[config.mk]
export PLATFORM = sky130hd
export DESIGN_NAME = demux_1_4_stream
export DESIGN_NICKNAME = d
export VERILOG_FILES = /design/src/rtl/demux_pkg.sv /design/src/rtl/demux_slot.sv /design/src/rtl/demux_1_4_stream.sv
export SDC_FILE = /design/constraint.sdc
export NUM_CORES = 1
export LEC_CHECK = 0
export CORE_MARGIN = 5
export CORE_UTILIZATION = 46
export DETAILED_ROUTE_END_ITERATION = 6
export PLACE_DENSITY = 0.79
export SLEW_MARGIN = 20
export SYNTH_ARGS = -nofsm -noshare
export SYNTH_HDL_FRONTEND = slang
export SYNTH_SLANG_ARGS = --single-unit
[constraint.sdc]
create_clock -name clk -period 1.7 [get_ports clk]
set_clock_uncertainty 0.05 [all_clocks]
set_input_delay 0.34 -clock clk [delete_from_list [all_inputs] [get_ports clk]]
set_output_delay 0.34 -clock clk [all_outputs]
set_load 0.05 [all_outputs]
[src/rtl/demux_pkg.sv]
// Shared constants for the 1-to-4 stream demultiplexer: select encoding
// (identical to mux_4_1) and default widths.
package demux_pkg;

    localparam logic [1:0] SEL_OUT1 = 2'b00;
    localparam logic [1:0] SEL_OUT2 = 2'b01;
    localparam logic [1:0] SEL_OUT3 = 2'b10;
    localparam logic [1:0] SEL_OUT4 = 2'b11;

    localparam int DEFAULT_N  = 32;
    localparam int DEFAULT_CW = 8;
    localparam int NUM_OUTS   = 4;

    // One-hot load strobe for the output addressed by sel.
    function automatic logic [NUM_OUTS-1:0] sel_onehot(input logic [1:0] sel);
        logic [NUM_OUTS-1:0] oh;
        oh = '0;
        case (sel)
            SEL_OUT1: oh[0] = 1'b1;
            SEL_OUT2: oh[1] = 1'b1;
            SEL_OUT3: oh[2] = 1'b1;
            default:  oh[3] = 1'b1;
        endcase
        return oh;
    endfunction

endpackage

[src/rtl/demux_slot.sv]
// One output slot of the demultiplexer: a one-word holding register, its full
// flag and a wrapping delivered-word counter.
module demux_slot
    import demux_pkg::*;
#(
    parameter int N  = DEFAULT_N,
    parameter int CW = DEFAULT_CW
) (
    input  logic          clk,
    input  logic          rst_n,
    input  logic          load,
    input  logic [N-1:0]  load_data,
    input  logic          out_ready,
    output logic          full,
    output logic [N-1:0]  data,
    output logic [CW-1:0] count,
    output logic          can_load
);

    logic drain;

    assign drain    = full && out_ready;
    // A word leaving this cycle frees the slot for a word arriving this cycle.
    assign can_load = !full || out_ready;

    // NOTE: sequential state uses non-blocking assignments so every register
    // samples pre-edge values; the data word is reset too because it is
    // visible on the output ports.
    always_ff @(posedge clk or negedge rst_n) begin
        if (!rst_n) begin
            full  <= 1'b0;
            data  <= '0;
            count <= '0;
        end else begin
            if (load) begin
                data <= load_data;
                full <= 1'b1;
            end else if (drain) begin
                full <= 1'b0;
            end
            if (drain) begin
                count <= count + 1'b1;
            end
        end
    end

endmodule

[src/rtl/demux_1_4_stream.sv]
// Registered 1-to-4 valid/ready stream demultiplexer: steers each accepted
// word into one of four independent holding slots chosen by select.
module demux_1_4_stream
    import demux_pkg::*;
#(
    parameter int N  = DEFAULT_N,
    parameter int CW = DEFAULT_CW
) (
    input  logic          clk,
    input  logic          rst_n,
    input  logic          in_valid,
    output logic          in_ready,
    input  logic [N-1:0]  in_data,
    input  logic [1:0]    select,
    output logic [3:0]    out_valid,
    input  logic [3:0]    out_ready,
    output logic [N-1:0]  output_1,
    output logic [N-1:0]  output_2,
    output logic [N-1:0]  output_3,
    output logic [N-1:0]  output_4,
    output logic [CW-1:0] count_1,
    output logic [CW-1:0] count_2,
    output logic [CW-1:0] count_3,
    output logic [CW-1:0] count_4
);

    logic [NUM_OUTS-1:0] can_load;
    logic [NUM_OUTS-1:0] load;
    logic [N-1:0]        slot_data  [NUM_OUTS];
    logic [CW-1:0]       slot_count [NUM_OUTS];

    assign in_ready = can_load[select];
    assign load     = (in_valid && in_ready) ? sel_onehot(select) : '0;

    for (genvar k = 0; k < NUM_OUTS; k++) begin : g_slot
        demux_slot #(
            .N  (N),
            .CW (CW)
        ) u_slot (
            .clk       (clk),
            .rst_n     (rst_n),
            .load      (load[k]),
            .load_data (in_data),
            .out_ready (out_ready[k]),
            .full      (out_valid[k]),
            .data      (slot_data[k]),
            .count     (slot_count[k]),
            .can_load  (can_load[k])
        );
    end

    assign output_1 = slot_data[0];
    assign output_2 = slot_data[1];
    assign output_3 = slot_data[2];
    assign output_4 = slot_data[3];

    assign count_1 = slot_count[0];
    assign count_2 = slot_count[1];
    assign count_3 = slot_count[2];
    assign count_4 = slot_count[3];

endmodule

======== Yosys cells after proc, flatten, opt, wreduce, memory -nomap -nowiden ========
Index checks and enable logic that the tools add are counted.
cells by class
  add/subtract/negate cells ............... 4
  magnitude comparators ................... 1
  equality and inequality tests ........... 2
  mux-type cells .......................... 15
  reductions and logical operators ........ 19
operators with widths
  kind                                                         number
  adder 8 x 1 -> 8 bit (second input constant)                 4
  2-to-1 mux 1 bit                                             13
  nonzero test 2 bit                                           4
  logical AND 1 bit                                            5
  logical NOT 1 bit                                            4
  logical OR 1 bit                                             4
  2-to-1 mux 4 bit                                             1
  less-than comparator 2 x 3 -> 1 bit (second input constant)  1
  OR reduction 3 bit                                           1
  binary-select mux 1 bit (select 2 bit)                       1
  equality test 2 x 1 -> 1 bit (second input constant)         1
  equality test 2 bit (second input constant)                  1
  logical NOT 2 bit                                            1
word-level totals
  register bits after elaboration ......... 164
  logic and storage cells ................. 53

======== Logic depth before layout (Yosys ltp) ========
Gate-level depths: netlist of the first run.
  depth in word-level cells ............... 7
  gate-level depth with buffers ........... 5
  gate-level depth less buffers ........... 4

======== Modules after synthesis ========
Synthesis of the first run repeated with hierarchy kept, for this count alone.
unflattened totals
  cells, all modules ...................... 405
  area total of the unflattened synthesis .. 6383.6 µm²
modules (own cells, without submodules)
  module            instances  cells each  area each (µm²)  sequential area each (µm²)
  demux_slot        4          100         1579.0           1026.0
  demux_1_4_stream  1          5           67.6             0.0

======== Worst setup path after synthesis of the first run ========
OpenSTA, ideal clock, no wires.
  path kind ............................... reg-to-reg
  start ................................... register g_slot[0].u_slot.count[0]
  end ..................................... register g_slot[0].u_slot.count[7]
  setup time .............................. 140 ps
  arrival time ............................ 1525 ps
  path slack .............................. -16 ps
  stages on the path, launching flop included .. 4
  buffers on the path ..................... 0
  clock period less this slack ............ 1716 ps
  cell sequence ........................... dfrtp_1 > and4_1 > or3b_2 > xnor2_1
on the way
  word-level cells in the longest chain between the ends .. 1
ends and longest elaborated chain
  element                 RTL line          source
  from (decl)             demux_slot.sv:16  output logic [CW-1:0] count,
  from (signal assigned)  demux_slot.sv:42  count <= count + 1'b1;
  adder 8 x 1 -> 8 bit    demux_slot.sv:42
No other way between the ends.
A chain may end at the register's enable or synchronous reset.

======== Worst setup path in the final report of the first run ========
  start ................................... input select[0]
  end ..................................... output in_ready
on the way
  word-level cells in the longest chain between the ends .. 2
ends and longest elaborated chain
  element                                 RTL line                source
  from (decl)                             demux_1_4_stream.sv:14  input logic [1:0] select,
  binary-select mux 1 bit (select 2 bit)  demux_1_4_stream.sv:32  assign in_ready = can_load[select];
  2-to-1 mux 1 bit (not written as such)  demux_1_4_stream.sv:32
  to (decl)                               demux_1_4_stream.sv:12  output logic in_ready,
No other way between the ends. The select of a mux whose other input is x is not followed.

==> results.sh, run 1 <==
export IMPL_final_core_occ_pct=67.3
export IMPL_ir_worst_vdd_uv=898
export IMPL_place_ws_ns=-0.422
export IMPL_timing_critical_path_required_ns=1.31
export IMPL_final_nets=679
export IMPL_maxSlewViolCount=0
export IMPL_timing_critical_path_cells="clkdlybuf4s50_1, buf_4, mux4_2, buf_8"
export IMPL_floorplan_initialDensity_pct=46.9
export IMPL_finalWorstSetupSlack_ns=-0.256
export IMPL_hp_class="primary input to flip-flop"
export IMPL_critPathLaunchType="primary input"
export IMPL_route_vias_total=4167
export IMPL_global_route_usage_met1_pct=23.5
export IMPL_worst_ep_arrival_time_ns=1.57
export IMPL_yosys_register_bits=164
export IMPL_violations="negative setup slack"
export IMPL_min_period_over_period_pct=115
export IMPL_max_slew_margin_rel_pct=79.8
export IMPL_synth_common_cells="164 x sky130_fd_sc_hd__dfrtp_1, 99 x sky130_fd_sc_hd__mux2_2, 30 x sky130_fd_sc_hd__mux2_4"
export IMPL_wl_per_cell_um=19.2
export IMPL_synth_top_cells_by_area="sky130_fd_sc_hd__dfrtp_1 63%, sky130_fd_sc_hd__mux2_2 17%, sky130_fd_sc_hd__mux2_4 6.9%"
export IMPL_synth_area_um2=6540
export IMPL_run_status="complete, but fails checks"
export IMPL_worst_pin_slew_ns=0.303
export IMPL_kind_of_cell_adding_the_most_delay_to_the_critical_path="buffers and inverters"
export IMPL_max_clock_freq_mhz=511
export IMPL_yosysMostFrequentCell="sky130_fd_sc_hd__dfrtp_1"
export IMPL_met3_usage_pct=6.31
export IMPL_drc=0
export IMPL_die_area_um2=16700
export IMPL_post_synth_inst_count=402
export IMPL_post_synth_top_area_cell="sky130_fd_sc_hd__dfrtp_1"
export IMPL_worst_path_largest_cell_delay_ns=0.58
export IMPL_globalRouteMet2Util_pct=32.2
export IMPL_syn_nets=447
export IMPL_numClockSinks=164
export IMPL_dominant_register_cell_in_the_synthesized_netlist="sky130_fd_sc_hd__dfrtp_1"
export IMPL_antenna_found_initial=0
export IMPL_async_flop_share_pct=100
export IMPL_first_global_vias=4569
export IMPL_count_of_flip_flops_with_a_built_in_enable_after_synthesis=0
export IMPL_area_growth_synth_to_final_pct=43.4
export IMPL_cts_htree_levels=4
export IMPL_setup_reg_to_reg_worst_slack_ns=0.18
export IMPL_wire_length_of_the_first_global_routing_pass_um=25000
export IMPL_top_level_ports=206
export IMPL_num_fill_cells=986
export IMPL_synth_sequential_area_ratio_pct=62.8
export IMPL_worstPathMaxFanout=4
export IMPL_fin_tns_setup_ns=-0.256
export IMPL_cts_root_buffer="sky130_fd_sc_hd__clkbuf_16"
export IMPL_worst_setup_hold_path_clk_slew_ns=0.06
export IMPL_grt_remaining_overflow=0
export IMPL_finalSetupViolations=1
export IMPL_vias_per_cell=5.05
export IMPL_dieWidth_um=129
export IMPL_hold_viol=0
export IMPL_clk_insertion_delay_late_ns=0.42
export IMPL_cap_viol_max_count=0
export IMPL_synth_area_per_cell_um2=16.3
export IMPL_cellLeakagePower_uw=0.00435
export IMPL_drt_pass1_iter_count=4
export IMPL_synth_lib_cells_used_distinct=29
export IMPL_drive_above_1_share_pct=56.1
export IMPL_detailed_place_hpwl_um=11400
export IMPL_path_class="primary input to output pin"
export IMPL_unrepaired_setup_endpoints_after_global_routing="yes"
export IMPL_critical_path_endpoint_type="output pin"
export IMPL_drt_iter0_drc=195
export IMPL_wl_um=15800
export IMPL_die_height_um=129
export IMPL_p_total_uw=15300
export IMPL_gr_usage_all_layers_pct=19.4
export IMPL_antennaDiodeCount=0
export IMPL_drt_antenna_violating_nets=0
export IMPL_post_synth_top_area_fraction_pct=62.8
export IMPL_tritoncts_num_buffers=17
export IMPL_routabilityCongestion=0.772
export IMPL_power_density_nw_per_um2=1640
export IMPL_max_clock_path_buffers=2
export IMPL_gr_max_usage_layer="met2"
export IMPL_cts_tree="done"
export IMPL_timing_critical_path_slowest_stage_cell="sky130_fd_sc_hd__clkdlybuf4s50_1"
export IMPL_crit_path_time_final_ns=1.96
export IMPL_path_buf_inv=3
export IMPL_place_port_buffers=205
export IMPL_core_um2=13900
export IMPL_grt_start_max_net_pins=46
export IMPL_synth_yosys_warnings=0
export IMPL_fp_row_count=43
## final timing paths
| check | from | to | cells past startpoint |
|---|---|---|---|
| min | out_ready[2] | g_slot[2].u_slot.full | 3 |
| max | select[0] | in_ready | 4 |
| max reg2reg | g_slot[3].u_slot.full | g_slot[3].u_slot.data[9] | 5 |
| min reg2reg | g_slot[0].u_slot.count[7] | g_slot[0].u_slot.count[7] | 1 |
| max in group asynchronous | rst_n | g_slot[2].u_slot.count[1] | 3 |
| min in group asynchronous | rst_n | g_slot[0].u_slot.data[7] | 2 |
## final cells by class
cell class | instances | area [µm²] | area share [%]
multi-input combinational | 218 | 2280 | 24.3
clock buffer | 19 | 433 | 4.62
sequential | 164 | 4110 | 43.8
clock inverter | 11 | 90.1 | 0.961
tap | 180 | 225 | 2.40
inverter | 1 | 3.75 | 0.0400
timing repair buffer | 232 | 2240 | 23.9
## placed cells by master, fill, tap and decap left out, types with 3 or more instances in the layout
| cell | count |
|---|---|
| sky130_fd_sc_hd__clkbuf_16 | 18 |
| sky130_fd_sc_hd__buf_4 | 159 |
| sky130_fd_sc_hd__mux2_1 | 3 |
| sky130_fd_sc_hd__nand4_1 | 14 |
| sky130_fd_sc_hd__and2_1 | 3 |
| sky130_fd_sc_hd__nand2_1 | 13 |
| sky130_fd_sc_hd__clkdlybuf4s50_1 | 34 |
| sky130_fd_sc_hd__ha_1 | 4 |
| sky130_fd_sc_hd__dlygate4sd2_1 | 5 |
| sky130_fd_sc_hd__and4_1 | 3 |
| sky130_fd_sc_hd__and3_1 | 4 |
| sky130_fd_sc_hd__mux2_4 | 30 |
| sky130_fd_sc_hd__xnor2_1 | 24 |
| sky130_fd_sc_hd__buf_12 | 30 |
| sky130_fd_sc_hd__xor2_1 | 4 |
| sky130_fd_sc_hd__nand2b_4 | 4 |
| sky130_fd_sc_hd__dfrtp_1 | 163 |
| sky130_fd_sc_hd__mux2_2 | 99 |
| sky130_fd_sc_hd__clkinv_2 | 7 |
## layer usage
layer / wire length (µm) / vias up
li1: - / 1876
met2: 8020 / 139
met1: 6160 / 2123
met3: 1180 / 29
met4: 452 / 0
met5: 0 / -
## logic make-up after synthesis
group | count (synthesis) | share of synthesized area [%]
compound gates | 1 | 0.0765
mux | 133 | 24.9
simple gates | 52 | 4.82
flops | 164 | 62.8
buf+inv | 20 | 2.95
xor+xnor | 28 | 3.75
fa+ha+maj | 4 | 0.766
## report_power, final
part           internal, µW  total [µW]  switching [µW]
sequential             4760        5540             773
clock                  1980        3440            1460
combinational          2370        6370            4010
## stage by stage
step                area, µm²  hold slack, ns  std cells
floorplan                6540        -0.00559        402
global placement         8740           0.183        789
detailed placement       8740           0.188        789
CTS                      9330           0.270        823
global route             9370           0.294        825
finish                   9370           0.292        825
## sequential cells by signal, summed over array words and instances, names as in the netlist
name,cells
g_slot.u_slot.count,32
g_slot.u_slot.data,128
g_slot.u_slot.full,4
## repair_timing
| action | 4_1_cts | 5_1_grt |
|---|---|---|
| gates resized for setup | 12 | 0 |
| endpoints found under the setup margin | 2 | 22 |
| cloned | 0 | 1 |
| hold buffers | 1 | 0 |
| hold endpoints to repair | 25 | 0 |
| setup buffers | 3 | 1 |
| pin swaps | 0 | 1 |
## tightest hold or removal path: stages
cell and delay [ns]:
sky130_fd_sc_hd__dlygate4sd2_1 0.21, sky130_fd_sc_hd__nand2b_4 0.13, sky130_fd_sc_hd__nand2_1 0.04
Note: power is estimated with default switching activity, not from simulation.
==> inputs of run 2 (changes only) <==
TNS_END_PERCENT = 5   (was default)
==> run 2 against run 1 <==
Effect of this change: the run still ends with negative setup slack left; largest power group unchanged; critical endpoint unchanged; cell area is 0.48% lower; total power hardly changed; worst hold slack hardly changed; flip-flop and latch count stayed put; register-to-register slack worse by 0.03 ns.
==> results.sh, run 2 (same netlist as run 1, synthesis figures left out) <==
export IMPL_run_status="complete, but fails checks"
export IMPL_violations="negative setup slack"
export IMPL_wl_um=15700
export IMPL_global_route_usage_met1_pct=23.5
export IMPL_ir_worst_vdd_uv=897
export IMPL_cts_root_buffer="sky130_fd_sc_hd__clkbuf_16"
export IMPL_route_vias_total=4141
export IMPL_power_share_clock_pct=22.4
export IMPL_drt_iter0_drc=180
export IMPL_power_switching_share_pct=40.7
export IMPL_max_clock_path_buffers=2
export IMPL_finalWorstSetupSlack_ns=-0.255
export IMPL_grt_start_max_net_pins=46
export IMPL_hp_class="primary input to flip-flop"
export IMPL_finish_cell_count_without_fillers=823
export IMPL_cts_tree="done"
export IMPL_largest_register="g_slot.u_slot.data"
export IMPL_power_frac_comb_pct=41.5
export IMPL_grt_remaining_overflow=0
export IMPL_unrepaired_setup_endpoints_after_global_routing="yes"
export IMPL_core_um2=13900
export IMPL_cap_viol_max_count=0
export IMPL_hold_viol=0
export IMPL_largest_reg_flops=128
export IMPL_finalHoldWorstSlack_ns=0.292
export IMPL_dp_cells=789
export IMPL_worst_pin_slew_ns=0.331
export IMPL_final_design_area_no_fill_um2=9330
export IMPL_finalSetupViolations=1
export IMPL_min_period_over_period_pct=115
export IMPL_final_nets=677
export IMPL_detailed_place_area_um2=8740
export IMPL_wl_per_cell_um=19.1
export IMPL_largestRegisters="g_slot.u_slot.data: 128 flops, g_slot.u_slot.count: 32 flops, g_slot.u_slot.full: 4 flops"
export IMPL_antenna_found_initial=0
export IMPL_maxSlewViolCount=0
export IMPL_max_clock_freq_mhz=511
export IMPL_drc=0
export IMPL_gr_max_usage_layer="met2"
export IMPL_max_slew_margin_rel_pct=77.9
export IMPL_vias_per_cell=5.03
export IMPL_place_port_buffers=205
export IMPL_path_class="primary input to output pin"
export IMPL_numClockSinks=164
export IMPL_fp_row_count=43
export IMPL_num_fill_cells=991
export IMPL_wire_length_of_the_first_global_routing_pass_um=25000
export IMPL_layout_commonest_cell="sky130_fd_sc_hd__dfrtp_1"
export IMPL_detailed_place_hpwl_um=11400
export IMPL_cts_htree_levels=4
export IMPL_drive_above_1_share_pct=56.0
export IMPL_die_height_um=129
export IMPL_netSwitchingPower_uw=6230
export IMPL_dieWidth_um=129
export IMPL_timing_critical_path_required_ns=1.31
export IMPL_first_global_vias=4569
export IMPL_mostFrequentLayoutCells="163 x sky130_fd_sc_hd__dfrtp_1, 159 x sky130_fd_sc_hd__buf_4, 99 x sky130_fd_sc_hd__mux2_2"
export IMPL_p_seq_share_pct=36.1
export IMPL_place_ws_ns=-0.422
export IMPL_power_density_nw_per_um2=1640
export IMPL_worstPathMaxFanout=4
export IMPL_area_growth_synth_to_final_pct=42.7
export IMPL_gr_usage_all_layers_pct=19.4
export IMPL_fin_tns_setup_ns=-0.255
export IMPL_clk_insertion_delay_late_ns=0.42
export IMPL_drt_antenna_violating_nets=0
export IMPL_drt_pass1_iter_count=4
export IMPL_critical_path_endpoint_type="output pin"
export IMPL_tritoncts_num_buffers=17
export IMPL_critPathLaunchType="primary input"
export IMPL_antennaDiodeCount=0
export IMPL_worst_setup_hold_path_clk_slew_ns=0.06
export IMPL_crit_path_time_final_ns=1.96
export IMPL_power_internal_uw=9100
export IMPL_routabilityCongestion=0.772
export IMPL_top_level_ports=206
export IMPL_met3_usage_pct=6.31
export IMPL_worst_ep_arrival_time_ns=1.57
export IMPL_die_area_um2=16700
export IMPL_cellLeakagePower_uw=0.00433
export IMPL_floorplan_initialDensity_pct=46.9
export IMPL_globalRouteMet2Util_pct=32.2
-- run 2: cell types whose count changed in the layout (fill, tap and decap cells not counted) --
cell,change
sky130_fd_sc_hd__clkbuf_16,-1
sky130_fd_sc_hd__buf_12,-1
-- run 2: final timing paths --
path / start / to / slack [ns] / cells past startpoint
hold reg to reg: g_slot[0].u_slot.count[7] / g_slot[0].u_slot.count[7] / 0.43 / 1
min in group asynchronous: rst_n / g_slot[0].u_slot.data[7] / 0.31 / 2
setup / recovery: select[0] / in_ready / -0.26 / 4
hold / removal: out_ready[2] / g_slot[2].u_slot.full / 0.29 / 3
setup reg to reg: g_slot[1].u_slot.full / g_slot[1].u_slot.data[25] / 0.15 / 4
max in group asynchronous: rst_n / g_slot[2].u_slot.count[6] / 0.70 / 3
-- run 2: routing by layer --
metal,vias to the layer above,share of wire [%]
met1,2106,39
met3,25,7.4
li1,1868,-
met4,0,2.7
met5,-,0
met2,142,51
-- run 2: timing repair --
item / 4_1_cts / 5_1_grt
hold buffers: 1 / 0
endpoints found under the setup margin: 2 / 22
endpoints found under the hold margin: 25 / 0
resized for setup: 12 / 0
buffers inserted: 3 / 0
-- run 2: critical path: stages --
cell	delay (ns)
sky130_fd_sc_hd__clkdlybuf4s50_1	0.58
sky130_fd_sc_hd__buf_4	0.15
sky130_fd_sc_hd__mux4_2	0.32
sky130_fd_sc_hd__buf_8	0.17
-- run 2: layout make-up --
cell class | instances | area (µm²) | share of cell area, %
clock inverters | 11 | 90.1 | 0.966
clock buffers | 19 | 433 | 4.64
multi-input cells | 218 | 2280 | 24.4
inverters | 1 | 3.75 | 0.0402
repair buffers | 230 | 2190 | 23.5
flip-flops and latches | 164 | 4110 | 44.0
well taps | 180 | 225 | 2.41
-- run 2: power by group through the flow --
stage / combinational [µW] / clock [µW] / sequential, µW
3_3_place_gp: 6320 / 0 / 5530
4_1_cts: 6430 / 3520 / 5540
5_1_grt: 6620 / 3710 / 5650
2_1_floorplan: 1070 / 0 / 8370
3_5_place_dp: 6410 / 0 / 5590
6_report: 6360 / 3430 / 5540
-- run 2: per-stage QoR --
| stage | power, µW | util, % |
|---|---|---|
| after floorplan | 9440 | - |
| after global placement | 11800 | 62.8 |
| after detailed placement | 12000 | 62.8 |
| after CTS | 15500 | 66.9 |
| after global routing | 16000 | 66.9 |
| final | 15300 | 66.9 |
